===== src/rtl/time_set_ctrl.sv =====
// Front-panel key controller: debounces KEY inputs, sequences RUN/SET_HOUR/SET_MIN,
// emits registered single-cycle field pulses with auto-repeat, idle timeout and blink.
module time_set_ctrl #(
  parameter int DEB_CYCLES     = 1000000,
  parameter int HOLD_CYCLES    = 25000000,
  parameter int REPEAT_CYCLES  = 5000000,
  parameter int BLINK_CYCLES   = 12500000,
  parameter int TIMEOUT_CYCLES = 500000000,
  parameter int CNT_W          = 29
) (
  input  logic       clk,
  input  logic       reset,
  input  logic       key_mode,
  input  logic       key_up,
  input  logic       key_down,
  output logic       run_en,
  output logic       hour_add,
  output logic       hour_reduce,
  output logic       min_add,
  output logic       min_reduce,
  output logic       sec_clear,
  output logic       blink_hour,
  output logic       blink_min,
  output logic [1:0] mode_state
);

  typedef enum logic [1:0] {
    RUN      = 2'd0,
    SET_HOUR = 2'd1,
    SET_MIN  = 2'd2
  } state_t;

  localparam logic [CNT_W-1:0] CNT_ONE     = CNT_W'(1);
  localparam logic [CNT_W-1:0] DEB_LAST    = CNT_W'(DEB_CYCLES - 1);
  localparam logic [CNT_W-1:0] HOLD_LAST   = CNT_W'(HOLD_CYCLES);
  localparam logic [CNT_W-1:0] HOLD_RELOAD = CNT_W'(HOLD_CYCLES - REPEAT_CYCLES + 1);
  localparam logic [CNT_W-1:0] BLINK_LAST  = CNT_W'(BLINK_CYCLES - 1);
  localparam logic [CNT_W-1:0] TMO_LAST    = CNT_W'(TIMEOUT_CYCLES - 1);

  // Key index: 0 = mode, 1 = up, 2 = down. All raw levels are active-low.
  logic [2:0]       raw;
  logic [2:0]       sync1;
  logic [2:0]       sync2;
  logic [2:0]       deb_lvl;
  logic [2:0]       armed;
  logic [2:0]       press;
  logic [CNT_W-1:0] deb_cnt [3];

  state_t           state;
  state_t           state_nxt;
  logic [CNT_W-1:0] hold_cnt;
  logic [CNT_W-1:0] idle_cnt;
  logic [CNT_W-1:0] blink_cnt;
  logic             blink_tog;

  logic             up_p;
  logic             dn_p;
  logic             in_set;
  logic             single;
  logic             rep;
  logic             any_evt;
  logic             inc;
  logic             dec;
  logic             clr_sec;
  logic             state_chg;

  assign raw = {key_down, key_up, key_mode};

  // Synchronizers reset to "pressed" so a key held through reset never looks like a
  // fresh press; a key only arms once it has been seen released.
  always_ff @(posedge clk) begin
    if (!reset) begin
      sync1   <= 3'b000;
      sync2   <= 3'b000;
      deb_lvl <= 3'b111;
      armed   <= 3'b000;
      press   <= 3'b000;
      for (int i = 0; i < 3; i++) deb_cnt[i] <= '0;
    end else begin
      sync1 <= raw;
      sync2 <= sync1;
      for (int i = 0; i < 3; i++) begin
        press[i] <= 1'b0;
        if (sync2[i] == deb_lvl[i]) begin
          deb_cnt[i] <= '0;
        end else if (deb_cnt[i] == DEB_LAST) begin
          deb_cnt[i] <= '0;
          deb_lvl[i] <= sync2[i];
          press[i]   <= armed[i] & ~sync2[i];
        end else begin
          deb_cnt[i] <= deb_cnt[i] + CNT_ONE;
        end
        if (deb_lvl[i] && sync2[i]) armed[i] <= 1'b1;
      end
    end
  end

  assign up_p = ~deb_lvl[1];
  assign dn_p = ~deb_lvl[2];

  always_comb begin
    state_nxt = state;
    inc       = 1'b0;
    dec       = 1'b0;
    clr_sec   = 1'b0;
    in_set    = (state != RUN);
    single    = up_p ^ dn_p;
    rep       = in_set && single && (hold_cnt == HOLD_LAST);
    any_evt   = (|press) || rep;
    if (press[0]) begin
      case (state)
        RUN:      state_nxt = SET_HOUR;
        SET_HOUR: state_nxt = SET_MIN;
        SET_MIN: begin
          state_nxt = RUN;
          clr_sec   = 1'b1;
        end
        default:  state_nxt = RUN;
      endcase
    end else if (in_set) begin
      // A press while the other key is down means both are held: suppressed.
      inc = (press[1] && !dn_p) || (rep && up_p);
      dec = (press[2] && !up_p) || (rep && dn_p);
      if (!any_evt && idle_cnt == TMO_LAST) state_nxt = RUN;
    end
    state_chg = (state_nxt != state);
  end

  always_ff @(posedge clk) begin
    if (!reset) begin
      state       <= RUN;
      hold_cnt    <= '0;
      idle_cnt    <= '0;
      blink_cnt   <= '0;
      blink_tog   <= 1'b0;
      hour_add    <= 1'b0;
      hour_reduce <= 1'b0;
      min_add     <= 1'b0;
      min_reduce  <= 1'b0;
      sec_clear   <= 1'b0;
    end else begin
      state       <= state_nxt;
      hour_add    <= inc && (state == SET_HOUR);
      hour_reduce <= dec && (state == SET_HOUR);
      min_add     <= inc && (state == SET_MIN);
      min_reduce  <= dec && (state == SET_MIN);
      sec_clear   <= clr_sec;

      // Hold timer restarts at 1 on an accepted press; repeats reload it so the
      // next repeat lands REPEAT_CYCLES later.
      if (!in_set || state_chg || (up_p && dn_p)) begin
        hold_cnt <= '0;
      end else if ((press[1] && !dn_p) || (press[2] && !up_p)) begin
        hold_cnt <= CNT_ONE;
      end else if (!single) begin
        hold_cnt <= '0;
      end else if (hold_cnt == HOLD_LAST) begin
        hold_cnt <= HOLD_RELOAD;
      end else if (hold_cnt != '0) begin
        hold_cnt <= hold_cnt + CNT_ONE;
      end

      if (!in_set || state_chg || any_evt) idle_cnt <= '0;
      else                                 idle_cnt <= idle_cnt + CNT_ONE;

      if (state_chg || inc || dec) begin
        blink_cnt <= '0;
        blink_tog <= 1'b0;
      end else if (blink_cnt == BLINK_LAST) begin
        blink_cnt <= '0;
        blink_tog <= ~blink_tog;
      end else begin
        blink_cnt <= blink_cnt + CNT_ONE;
      end
    end
  end

  assign run_en     = (state == RUN);
  assign mode_state = state;
  assign blink_hour = blink_tog && (state == SET_HOUR);
  assign blink_min  = blink_tog && (state == SET_MIN);

endmodule


===== config.mk =====
export PLATFORM = sky130hd
export DESIGN_NAME = time_set_ctrl
export DESIGN_NICKNAME = d
export VERILOG_FILES = /design/src/rtl/time_set_ctrl.sv
export SDC_FILE = /design/constraint.sdc
export NUM_CORES = 1
export LEC_CHECK = 0
export ABC_AREA = 1
export CAP_MARGIN = 20
export CORE_MARGIN = 2
export CORE_UTILIZATION = 55
export DETAILED_ROUTE_END_ITERATION = 8
export HOLD_SLACK_MARGIN = 0.06
export PLACE_DENSITY = 0.73
export RECOVER_POWER = 50
export SLEW_MARGIN = 15
export SYNTH_ARGS = -nofsm -noshare
export SYNTH_HDL_FRONTEND = slang
export SYNTH_SLANG_ARGS = --single-unit

===== constraint.sdc =====
create_clock -name clk -period 1.9 [get_ports clk]
set_clock_uncertainty 0.15 [all_clocks]
set_input_delay 0.38 -clock clk [delete_from_list [all_inputs] [get_ports clk]]
set_output_delay 0.38 -clock clk [all_outputs]
set_load 0.01 [all_outputs]

* Word-level counts from Yosys, hierarchy flattened *
Memory sizes are Yosys's and may differ from the RTL's.
Cells that the tools add are included.
W data, S select, Z words.

operators by class
  add/subtract/negate cells = 6
  multipliers = 0
  divide/modulo/power cells = 0
  magnitude comparators = 0
  equality and inequality tests = 13
  shifts and indexed selects = 0
  muxes and demuxes = 56
  bitwise gates (word level) = 27
  reductions and logical operators = 46

operators by type and width
  operator                 count
  $mux W29                 9
  $add A29 B1 Y29 const B  6
  $eq A29 B20 Y1 const B   3
  $mux W25                 2
  $mux W1                  41
  $eq A29 B24 Y1 const B   1
  $eq A29 B25 Y1 const B   1
  $eq A29 B29 Y1 const B   1
  $reduce_bool A29 Y1      1
  $logic_and A1 B1 Y1      17
  $reduce_or A3 Y1         5
  $not A1 Y1               14
  $logic_or A1 B1 Y1       9
  $or A1 B1 Y1             9
  $reduce_and A2 Y1        4
  $mux W2                  3
  $reduce_or A2 Y1         3
  $reduce_or A5 Y1         1
  $ne A4 B1 Y1 const B     1
  $pmux W2 S2              1
  $reduce_bool A2 Y1       2
  $reduce_or A4 Y1         1
  $and A1 B1 Y1            3
  $eq A1 B1 Y1             3
  6 further kinds          7

word-level totals
  register bits after elaboration = 110
  latch bits = 0
  memory bits (writable) = 87
  memory bits (read-only) = 0
  bits of input ports = 5
  output and inout port bits = 10
  word-level logic and storage cells = 172
  memories = 1

memory list
  memory   depth  width  read ports  clocked after Yosys merged registers in  write ports  RTL line  RTL
  deb_cnt  3      29     3           0                                        3            47        logic [CNT_W-1:0] deb_cnt [3];

* Logic depth before layout (Yosys ltp) *
  word-level depth = 14
  gate-level depth with buffers = 15
  depth with buffers taken out = 13

* Least setup slack after synthesis *
OpenSTA, ideal clock, no wires.

  path type = flip-flop to flip-flop
  start = memory deb_cnt[1][0]
  end = memory deb_cnt[1][17], data pin
  setup time = 0.256 ns
  arrival = 1.712 ns
  required time = 1.494 ns
  slack = -0.217 ns
  cell stages (with the launch flop) = 13
  path buffers = 2
  period minus slack after synthesis = 2.117 ns
  cells stage by stage = edfxtp_1 > ha_1 > nand2_1 > nor2_2 > inv_1 > nor2_2 > inv_1 > nor2_1 > nand3b_1 > nand3_1 > buf_4 > buf_4 > nor2_1

RTL lines
  item         RTL line
  from (decl)  47

==> results.toml <==
[floorplanning]
die_x_um = 148
die-area_um2 = 21800
num_io_pins = 15
dieHeight_um = 148
start_util_pct = 56.0
core_um2 = 20200
rows = 52

[timing]
timing.final.ws_setup_ns = -0.278
fin_crit_ns = 2.18
drv_slew = 0
slew_headroom_pct = 66.3
finalSetupViolCount = 167
hold_viol = 0
timing.final.crit_share_pct = 115
fmax_mhz = 459
rsz0062_at_grt = "true"
worst_slew_pin_slew_ns = 0.502

[hold_path]
hp-class = "reg2reg"
hold_depth = 2

[placement]
portBuffers = 14
gp_congestion = 0.944
pre_cts_ws_ns = -0.187
hpwl_mm = 20.7
placed_cells = 2094

[worst_setup_path]
crit_family = "simple AND/OR/NAND/NOR gates"
critPathKind = "reg2reg"
slowest_stage = "edfxtp_1"
crit_path_end = "deb_cnt[0][24]$_SDFFCE_PN0P_"
max_stage_delay_ns = 0.38
r2r_end = "deb_cnt[0][24]$_SDFFCE_PN0P_"
cp-startpoint = "deb_cnt[0][1]$_SDFFCE_PN0P_"
cp_max_fo = 7
rr_startpoint = "deb_cnt[0][1]$_SDFFCE_PN0P_"
critPathArrivalTime_ns = 2.22
reg2reg_slack_ns = -0.28
cp.required_ns = 1.94
worstRegToRegCells = 10
cp.depth = 10
worstSetupStartpointType = "register"
critPathCaptureType = "register"
cp_num_buf_inv = 2
path_cells = "ha_2 > nand2_4 > inv_2 > nand4_1 > nor3_2 > nand2_2 > nand3_4 > buf_12 > o21bai_1 > a21oi_1"

[finish]
multi_input_area_um2 = 7170
layout.cells.non_filler = 2182
area_growth_pct = 44.7
regArea_um2 = 4840
fin_nets = 1915
postLayoutCoreUtil_pct = 81.0
num-fill-cells = 1276
drive_gt1_share_pct = 33.5
antennaDiodeCount = 0

[pwr]
p_clk_share_pct = 38.9
p_sw_w = 0.00236
p_leak_nw = 6.49
peakVddDrop_mv = 0.649
switching_share_pct = 25.8
p_int_w = 0.00677
power.density_nw_per_um2 = 557
p_comb_share_pct = 10.0
seq_power_share_pct = 51.2

[yosys]
ys_seq_area_share_pct = 42.5
syn_inst = 1518
synthFlopType = "dfxtp_1"
synth-seq-cells = 197
async_flop_share_pct = 0
synth_edf_count = 87
synth.yosys.warnings = 0
mappedNetlistArea_um2 = 11300
ys_types = 39
syn_area_per_cell_um2 = 7.46

[routing]
vias = 11711
drt-total-wl_mm = 33.4
drt_iter0_drc = 878
drc = 0
drtPass1Iterations = 6
wl_per_cell_um = 15.3
ant_nets = 0
viasPerCell = 5.37

[clock_network]
cts_buffer_depth = 2
cts_tree = "built"
cts.clk_slew.worst_paths_ns = 0.07
cts_inserted_buffers = 17
clkSinkCount = 197
cts-root-buf = "clkbuf_16"
htreeDepth = 4
worstSkewPairLatency_ns = 0.45
postCtsHoldBufs = 0

[job]
cap_viol_max_count = 0

[status]
violations = "setup timing"
outcome = "finished with violations"

[global_routing]
grt_use_total_pct = 26.8
antenna_found_initial = 0
grt_max_degree = 30
grt_pass1_wl_mm = 48.0
overflow = 0
grt_pass1_vias = 10708
==> synth_stat cells (4+ instances only) <==
| cell | count | share of area, % |
|---|---|---|
| nor4_1 | 24 | 1.3 |
| xor2_1 | 62 | 4.8 |
| o21ai_0 | 10 | 0.44 |
| nand2_1 | 305 | 10 |
| nand4_1 | 65 | 3.6 |
| nor2_2 | 7 | 0.39 |
| edfxtp_1 | 87 | 23 |
| a21oi_1 | 74 | 3.3 |
| ha_1 | 11 | 1.2 |
| nor2_1 | 253 | 8.4 |
| nor3b_1 | 5 | 0.33 |
| xnor2_1 | 22 | 1.7 |
| buf_2 | 10 | 0.44 |
| nor3_1 | 66 | 2.9 |
| dfxtp_1 | 110 | 19 |
| nor2_4 | 24 | 2.4 |
| or2_0 | 4 | 0.22 |
| nor3_2 | 7 | 0.62 |
| or2_2 | 23 | 1.3 |
| nand3_1 | 96 | 4.2 |
| inv_1 | 217 | 7.2 |
==> per-stage QoR <==
stage	TNS (ns)	hold WS (ns)	area, um^2	power, W
global placement	-9.57	0.250	13800	0.00537
finish	-19.69	0.272	16400	0.00913
floorplan	-3.15	0.240	11700	0.00511
detailed placement	-15.63	0.259	13800	0.00539
global route	-34.59	0.299	16400	0.00943
CTS	-5.95	0.274	15100	0.00894
==> area by class of cell <==
type                            count  area share (%)
Inverter                          219            5.05
Clock inverter                     14           0.687
Timing Repair Buffer              296            16.2
Clock buffer                       18            2.75
Sequential cell                   197            29.5
Multi-Input combinational cell   1168            43.7
Tap cell                          270            2.06
==> cell families (layout without fill, tap and decap cells) <==
logic type               after synthesis  in the layout  synth area share [%]
AO/OA/AOI/OAI                         91             91                  4.17
adder cells (fa/ha/maj)               11             11                  1.21
other                                  1             87                0.0331
AND/OR/NAND/NOR                      895            895                  37.0
buffers and inverters                239            547                  8.61
flip-flops                           197            197                  42.5
XOR/XNOR                              84             84                  6.49
==> cell usage in the layout (no fill, tap or decap), types with 17 or more instances in the layout <==
master       n
nand2_1    282
buf_4      241
inv_1      198
nor2_1     168
dfxtp_1     92
edfxtp_1    87
conb_1      87
nor2_4      84
nand3_1     82
nand4_1     65
xor2_1      62
a21oi_2     48
nor3_1      44
nor2_2      32
clkbuf_16   26
a21oi_1     22
xnor2_1     22
or2_2       22
nor3_2      21
nand2_2     20
inv_2       19
nor4_1      17
==> sequential cells by signal, summed over array words and instances, names as in the netlist <==
register	cells
press	3
deb_cnt	87
deb_lvl	3
hour_reduce	1
min_add	1
hour_add	1
min_reduce	1
idle_cnt	29
mode_state	2
hold_cnt	29
blink_cnt	29
armed	3
blink_tog	1
sec_clear	1
sync2	3
sync1	3
==> power by group through the flow <==
stage               Combinational (W)  Sequential, W  Clock (W)
floorplan                    0.000345        0.00476          0
global placement             0.000614        0.00475          0
detailed placement           0.000630        0.00476          0
CTS                          0.000695        0.00466    0.00358
global route                 0.000984        0.00469    0.00376
finish                       0.000909        0.00467    0.00355
==> worst min-delay path by stage <==
stage	slack (ns)	start	to
2_1_floorplan	0.24	sync1[0]$_SDFF_PN0_	sync2[0]$_SDFF_PN0_
3_3_place_gp	0.25	sync1[2]$_SDFF_PN0_	sync2[2]$_SDFF_PN0_
3_5_place_dp	0.26	sync1[2]$_SDFF_PN0_	sync2[2]$_SDFF_PN0_
4_1_cts	0.27	sync1[0]$_SDFF_PN0_	sync2[0]$_SDFF_PN0_
5_1_grt	0.30	sync1[0]$_SDFF_PN0_	sync2[0]$_SDFF_PN0_
6_report	0.27	sync1[0]$_SDFF_PN0_	sync2[0]$_SDFF_PN0_
==> repair_timing <==
action                     CTS  global route
setup endpoints to repair  173           178
buffers inserted            19            27
resized for setup          124           259
cloned                       5            11
pin swaps                   26            62
==> worst reg2reg max path, delay by kind of cell, from the launching register on <==
family	cells	cell delay (ns)
flip-flops	1	0.38
adder cells (fa/ha/maj)	1	0.23
AO/OA/AOI/OAI	2	0.18
buffers and inverters	2	0.21
AND/OR/NAND/NOR	5	0.78
==> routing by layer <==
layer / share of wire (%) / up-vias / track usage (%)
met4: 3.7 / 0 / 10.7
li1: - / 5615 / -
met1: 40 / 5509 / 33.1
met2: 51 / 463 / 47.2
met5: 0 / - / 0
met3: 5.9 / 124 / 4.10
No activity file was read; power rests on OpenSTA's default activity.
